[config.mk]
export PLATFORM = sky130hd
export DESIGN_NAME = cmd_sequencer
export DESIGN_NICKNAME = d
export VERILOG_FILES = /design/src/rtl/tour_seq_pkg.sv /design/src/rtl/cmd_fifo.sv /design/src/rtl/cmd_sequencer.sv
export SDC_FILE = /design/constraint.sdc
export NUM_CORES = 1
export LEC_CHECK = 0
export CORE_ASPECT_RATIO = 2
export CORE_MARGIN = 1.5
export CORE_UTILIZATION = 25
export CTS_BUF_LIST = sky130_fd_sc_hd__clkbuf_4
export DETAILED_ROUTE_END_ITERATION = 6
export PLACE_DENSITY = 0.43
export SYNTH_ARGS = -nofsm -noshare
export SYNTH_HDL_FRONTEND = slang
export SYNTH_SLANG_ARGS = --single-unit
[constraint.sdc]
create_clock -name clk -period 3.7 [get_ports clk]
set_clock_uncertainty 0.05 [all_clocks]
set_input_delay 0.74 -clock clk [delete_from_list [all_inputs] [get_ports clk]]
set_output_delay 0.74 -clock clk [all_outputs]
set_load 0.01 [all_outputs]
[src/rtl/tour_seq_pkg.sv]
// Shared types and constants for the tour command sequencer.
package tour_seq_pkg;

  typedef enum logic [2:0] {
    StIdle,
    StIssue,
    StWaitSent,
    StWaitAck,
    StFault
  } seq_state_e;

  typedef enum logic [1:0] {
    ErrNone    = 2'b00,
    ErrNack    = 2'b01,
    ErrTimeout = 2'b10
  } err_code_e;

  localparam logic [7:0] ACK_BYTE = 8'hA5;

endpackage

[src/rtl/cmd_fifo.sv]
// Synchronous FIFO with flush; a push into a full queue is accepted only when a pop frees a slot.
module cmd_fifo #(
  parameter int unsigned DEPTH = 8,
  parameter int unsigned WIDTH = 16
) (
  input  logic                         clk_i,
  input  logic                         rst_i,
  input  logic                         flush_i,
  input  logic                         push_i,
  input  logic [WIDTH-1:0]             data_i,
  input  logic                         pop_i,
  output logic [WIDTH-1:0]             head_o,
  output logic                         full_o,
  output logic                         empty_o,
  output logic [$clog2(DEPTH+1)-1:0]   count_o
);

  localparam int unsigned PW = $clog2(DEPTH);
  localparam int unsigned CW = $clog2(DEPTH + 1);

  logic [WIDTH-1:0] mem_q [DEPTH];
  logic [PW-1:0]    wr_ptr_q, wr_ptr_d;
  logic [PW-1:0]    rd_ptr_q, rd_ptr_d;
  logic [CW-1:0]    count_q, count_d;
  logic             push_ok, pop_ok;

  assign empty_o = (count_q == '0);
  assign full_o  = (count_q == CW'(DEPTH));
  assign count_o = count_q;
  assign head_o  = mem_q[rd_ptr_q];

  assign push_ok = push_i && !flush_i && (!full_o || pop_i);
  assign pop_ok  = pop_i && !flush_i && !empty_o;

  always_comb begin
    wr_ptr_d = wr_ptr_q;
    rd_ptr_d = rd_ptr_q;
    count_d  = count_q;
    if (flush_i) begin
      wr_ptr_d = '0;
      rd_ptr_d = '0;
      count_d  = '0;
    end else begin
      if (push_ok) wr_ptr_d = wr_ptr_q + PW'(1);
      if (pop_ok)  rd_ptr_d = rd_ptr_q + PW'(1);
      unique case ({push_ok, pop_ok})
        2'b10:   count_d = count_q + CW'(1);
        2'b01:   count_d = count_q - CW'(1);
        default: count_d = count_q;
      endcase
    end
  end

  always_ff @(posedge clk_i) begin
    if (rst_i) begin
      wr_ptr_q <= '0;
      rd_ptr_q <= '0;
      count_q  <= '0;
    end else begin
      wr_ptr_q <= wr_ptr_d;
      rd_ptr_q <= rd_ptr_d;
      count_q  <= count_d;
    end
  end

  // Storage needs no reset: entries are only read after being written.
  always_ff @(posedge clk_i) begin
    if (push_ok) mem_q[wr_ptr_q] <= data_i;
  end

endmodule

[src/rtl/cmd_sequencer.sv]
// Drains queued tour commands to RemoteComm one at a time, waiting for an 0xA5 ack
// per command with bounded retries on nack or timeout.
module cmd_sequencer
  import tour_seq_pkg::*;
#(
  parameter int unsigned DEPTH          = 8,
  parameter logic [23:0] TIMEOUT_CYCLES = 24'd5_000_000,
  parameter int unsigned MAX_RETRY      = 2
) (
  input  logic                         clk,
  input  logic                         rst,
  input  logic                         push,
  input  logic [15:0]                  push_cmd,
  output logic                         full,
  output logic                         empty,
  output logic [$clog2(DEPTH+1)-1:0]   count,
  input  logic                         start,
  input  logic                         abort,
  output logic [15:0]                  cmd,
  output logic                         send_cmd,
  input  logic                         cmd_sent,
  input  logic                         resp_rdy,
  input  logic [7:0]                   resp,
  output logic                         busy,
  output logic                         done,
  output logic                         err,
  output logic [1:0]                   err_code,
  output logic [7:0]                   acked_cnt
);

  localparam int unsigned CW = $clog2(DEPTH + 1);
  localparam int unsigned RW = $clog2(MAX_RETRY + 2);

  seq_state_e    state_q, state_d;
  logic [15:0]   cmd_q, cmd_d;
  logic          send_cmd_q, send_cmd_d;
  logic          done_q, done_d;
  logic          err_q, err_d;
  err_code_e     err_code_q, err_code_d;
  logic [7:0]    acked_q, acked_d;
  logic [23:0]   timer_q, timer_d;
  logic [RW-1:0] retry_q, retry_d;

  logic          pop, flush, fail, timeout;
  err_code_e     fail_code;
  logic [15:0]   head;

  cmd_fifo #(
    .DEPTH (DEPTH),
    .WIDTH (16)
  ) u_fifo (
    .clk_i   (clk),
    .rst_i   (rst),
    .flush_i (flush),
    .push_i  (push),
    .data_i  (push_cmd),
    .pop_i   (pop),
    .head_o  (head),
    .full_o  (full),
    .empty_o (empty),
    .count_o (count)
  );

  assign timeout = (timer_q == TIMEOUT_CYCLES - 24'd1);

  always_comb begin
    state_d    = state_q;
    cmd_d      = cmd_q;
    send_cmd_d = 1'b0;
    done_d     = 1'b0;
    err_d      = err_q;
    err_code_d = err_code_q;
    acked_d    = acked_q;
    timer_d    = timer_q;
    retry_d    = retry_q;
    pop        = 1'b0;
    flush      = 1'b0;
    fail       = 1'b0;
    fail_code  = ErrNone;

    if (abort) begin
      flush   = 1'b1;
      retry_d = '0;
      timer_d = '0;
      state_d = StIdle;
    end else begin
      unique case (state_q)
        StIdle: begin
          if (start) begin
            if (!empty) state_d = StIssue;
            else        done_d  = 1'b1;
          end
        end
        StIssue: begin
          cmd_d      = head;
          send_cmd_d = 1'b1;
          timer_d    = '0;
          state_d    = StWaitSent;
        end
        StWaitSent: begin
          // A response arriving with cmd_sent is deliberately dropped.
          if (cmd_sent) begin
            timer_d = '0;
            state_d = StWaitAck;
          end else if (timeout) begin
            fail      = 1'b1;
            fail_code = ErrTimeout;
          end else begin
            timer_d = timer_q + 24'd1;
          end
        end
        StWaitAck: begin
          if (resp_rdy) begin
            if (resp == ACK_BYTE) begin
              pop     = 1'b1;
              acked_d = acked_q + 8'd1;
              retry_d = '0;
              // Occupancy after this pop, counting a same-cycle push.
              if (count > CW'(1) || push) begin
                state_d = StIssue;
              end else begin
                state_d = StIdle;
                done_d  = 1'b1;
              end
            end else begin
              fail      = 1'b1;
              fail_code = ErrNack;
            end
          end else if (timeout) begin
            fail      = 1'b1;
            fail_code = ErrTimeout;
          end else begin
            timer_d = timer_q + 24'd1;
          end
        end
        StFault: begin
          if (start) begin
            err_d      = 1'b0;
            err_code_d = ErrNone;
            retry_d    = '0;
            state_d    = StIssue;
          end
        end
        default: state_d = StIdle;
      endcase

      if (fail) begin
        if (retry_q < RW'(MAX_RETRY)) begin
          retry_d = retry_q + RW'(1);
          state_d = StIssue;
        end else begin
          err_d      = 1'b1;
          err_code_d = fail_code;
          state_d    = StFault;
        end
      end
    end
  end

  always_ff @(posedge clk) begin
    if (rst) begin
      state_q    <= StIdle;
      cmd_q      <= '0;
      send_cmd_q <= 1'b0;
      done_q     <= 1'b0;
      err_q      <= 1'b0;
      err_code_q <= ErrNone;
      acked_q    <= '0;
      timer_q    <= '0;
      retry_q    <= '0;
    end else begin
      state_q    <= state_d;
      cmd_q      <= cmd_d;
      send_cmd_q <= send_cmd_d;
      done_q     <= done_d;
      err_q      <= err_d;
      err_code_q <= err_code_d;
      acked_q    <= acked_d;
      timer_q    <= timer_d;
      retry_q    <= retry_d;
    end
  end

  assign cmd       = cmd_q;
  assign send_cmd  = send_cmd_q;
  assign done      = done_q;
  assign err       = err_q;
  assign err_code  = err_code_q;
  assign acked_cnt = acked_q;
  assign busy      = (state_q != StIdle) && (state_q != StFault);

endmodule
==> flow_summary.ini <==
[run_status]
outcome = completed

[routing]
drtIter0Drc = 176
drc = 0
first_pass_iters = 4
wl_per_cell_um = 17.87
ant_nets = 0
routed_wl_mm = 19.75
vias = 5147
vias_per_cell = 4.658

[cells_and_area]
areaGrowthSynthToFinish_pct = 19.81
fillCellCount = 3272
multi_input_area_um2 = 2793
fin_nets = 703
final_cells = 1105
regArea_um2 = 5206
final_util_pct = 30.33
drive_gt1_share_pct = 15.36

[clock_network]
cts_buffer_depth = 2
hold_buffers = 0
clk_latency_ns = 0.60
cts_made_buffers = 17
cts_tree = done
cts_root_buffer = clkbuf_4
cts_resized = 0
h-tree-depth = 4
cts_setup_buffers = 0
cts_num_sinks = 196
path_clk_slew_ns = 0.16

[yosys]
synthCells = 588
yosys.area_share.simple_pct = 11.94
synthXorXnorAreaFrac_pct = 1.616
synthAdderAreaFrac_pct = 1.231
synth_flop_cell = edfxtp_1
avgSynthCellArea_um2 = 13.82
synth_edf_count = 128
synth_seq_cells = 196
synthMuxAreaShare_pct = 11.21
yosys_warnings = 0
syn-num-nets = 627
seq_area_frac_synth_pct = 64.03
synth_top_family_by_area = simple AND/OR/NAND/NOR gates
synth_compound_area_share_pct = 8.096
ys_types = 63
netlist_area_um2 = 8129
synthArstFlopShare_pct = 0

[timing]
rsz0062_at_grt = false
maxSlewViolCount = 0
post-route-period-util_pct = 88.57
max_slew_margin_pct = 47.19
fin_tns_setup_ns = 0
min_period_ns = 3.277
max_freq_mhz = 305.1
final-hold-violation-count = 0
finalSetupViolations = 0
worst_pin_slew_ns = 0.7911

[floorplan]
io_pins = 67
die-area_um2 = 33670
die-height_um = 258.0
row_count = 93
initial_core_util_pct = 25.31
die_w_um = 130.5
design.core.area_um2 = 32120

[setup_path]
start_kind = register
worstSetupEndpointType = primary output
crit_type = register to primary output
r2r-start = state_q[2]
worstRegToRegCells = 7
rr_endpoint = u_fifo.count_o[2]
path_max_fanout = 6
r2r_slack_ns = 1.07
cp.arrival_ns = 2.49
required_ns = 2.91

[hold_path]
min-delay-start = err
hold_depth = 2
whs_endpoint = err
hp-class = register to register

[global_routing]
grt.total_usage_pct = 12.33
antenna_found_initial = 1
grt_pass1_vias = 5419
grt_overflow = 0
grt_max_degree = 33
grt_pass1_wl_mm = 30.61

[power_and_ir_drop]
worst_ir_drop_vdd_uv = 232.8
power_density_nw_per_um2 = 369.3
leakage_nw = 2.944

[run]
maxCapViolCount = 0

[placement]
globalplace.congestion = 0.7879
dp_cells = 1072
hpwl_mm = 13.74
numPortBuffers = 66
area by class of cell:
cell class	count	share of cell area (%)
clock buffer	19	1.465
inverter	11	0.4239
timing repair buffer	83	9.250
tap	427	5.486
antenna	1	0.02569
sequential	196	53.46
multi-input combinational	355	28.67
clock inverter	13	1.220
worst max path at each step:
stage	from	slack (ns)	to	cells past startpoint
global placement	resp[7]	0.18	u_fifo.count_o[3]	10
detailed placement	resp[7]	0.17	u_fifo.count_o[2]	8
global route	u_fifo.count_o[1]	0.21	empty	5
floorplan	resp[4]	0.23	u_fifo.mem_q[0][0]	5
CTS	u_fifo.count_o[0]	0.33	empty	5
finish	u_fifo.count_o[0]	0.42	empty	5
stage by stage:
step / worst slack [ns] / power, mW / hold slack (ns) / area (µm²)
3_5_place_dp: 0.1727 / 2.555 / 0.3966 / 9475
2_1_floorplan: 0.2311 / 2.458 / 0.3878 / 8129
3_3_place_gp: 0.1849 / 2.552 / 0.4036 / 9475
4_1_cts: 0.3348 / 3.661 / 0.4277 / 9737
6_report: 0.4228 / 3.596 / 0.4187 / 9739
5_1_grt: 0.2060 / 3.758 / 0.4537 / 9739
power by group:
part | total [mW] | switching [mW] | leakage (nW) | internal [mW]
sequential | 2.35 | 0.00776 | 1.71 | 2.34
combinational | 0.151 | 0.0846 | 1.09 | 0.0662
clock | 1.09 | 0.736 | 0.145 | 0.358
total | 3.60 | 0.829 | 2.94 | 2.77
cell usage in the layout, fill, tap and decap left out, types with 12 or more instances in the layout:
cell	count
edfxtp_1	128
dfxtp_1	67
clkdlybuf4s50_1	66
nor2_1	63
mux4_2	32
o21ai_0	29
nand2_1	24
a21oi_1	19
mux2i_1	19
clkbuf_4	19
a211oi_1	17
nand4_1	15
nand3_1	14
xor2_1	12
logic make-up (layout without fill, tap and decap cells):
logic type	count (synthesis)	after routing
flops	196	196
buf+inv	37	126
mux	51	51
simple gates	180	180
xor+xnor	15	15
other cells	0	1
compound gates	101	101
fa+ha+maj	8	8
worst max-delay path: stages, from the launching register on:
cell	delay (ns)
dfxtp_1	0.41
inv_1	0.11
ha_1	0.21
or3b_2	0.55
inv_1	0.09
clkdlybuf4s50_1	0.53
cells in the mapped netlist, drive strengths merged (5+ instances only):
| cell | n | area, µm² |
|---|---|---|
| dfxtp | 68 | 1361 |
| nand2b | 7 | 43.79 |
| mux2i | 19 | 190.2 |
| ha | 8 | 100.1 |
| nand3b | 5 | 37.54 |
| or3 | 9 | 66.31 |
| o21ai | 34 | 188.9 |
| clkbuf | 18 | 67.56 |
| mux4 | 32 | 720.7 |
| nand3 | 14 | 70.07 |
| a31oi | 6 | 37.54 |
| a21oi | 19 | 95.09 |
| nor2 | 64 | 242.7 |
| inv | 11 | 41.29 |
| nor3 | 9 | 55.05 |
| nand2 | 24 | 90.09 |
| a211oi | 18 | 140.1 |
| buf | 8 | 43.79 |
| edfxtp | 128 | 3844 |
| nor4 | 5 | 46.29 |
| xor2 | 12 | 105.1 |
| nand4 | 15 | 93.84 |
| or4 | 5 | 43.79 |
registers in the layout (all words and copies together), names as in the netlist, 3 cells and up:
| register | flops |
|---|---|
| u_fifo.rd_ptr_q | 3 |
| state_q | 3 |
| u_fifo.wr_ptr_q | 3 |
| timer_q | 24 |
| u_fifo.mem_q | 128 |
| acked_cnt | 8 |
| u_fifo.count_o | 4 |
| cmd | 16 |
routing by layer:
layer  vias up  routed length, µm  share of wire (%)  GRT usage [%]
li1       2434                  -                  -              -
met1      2581               7515                 38          12.99
met2       113              11070                 56          23.25
met3        19                754                3.8          2.963
met4         0                408                2.1          4.335
met5         -                  0                  0              0
Note: power is estimated with default switching activity, not from simulation.
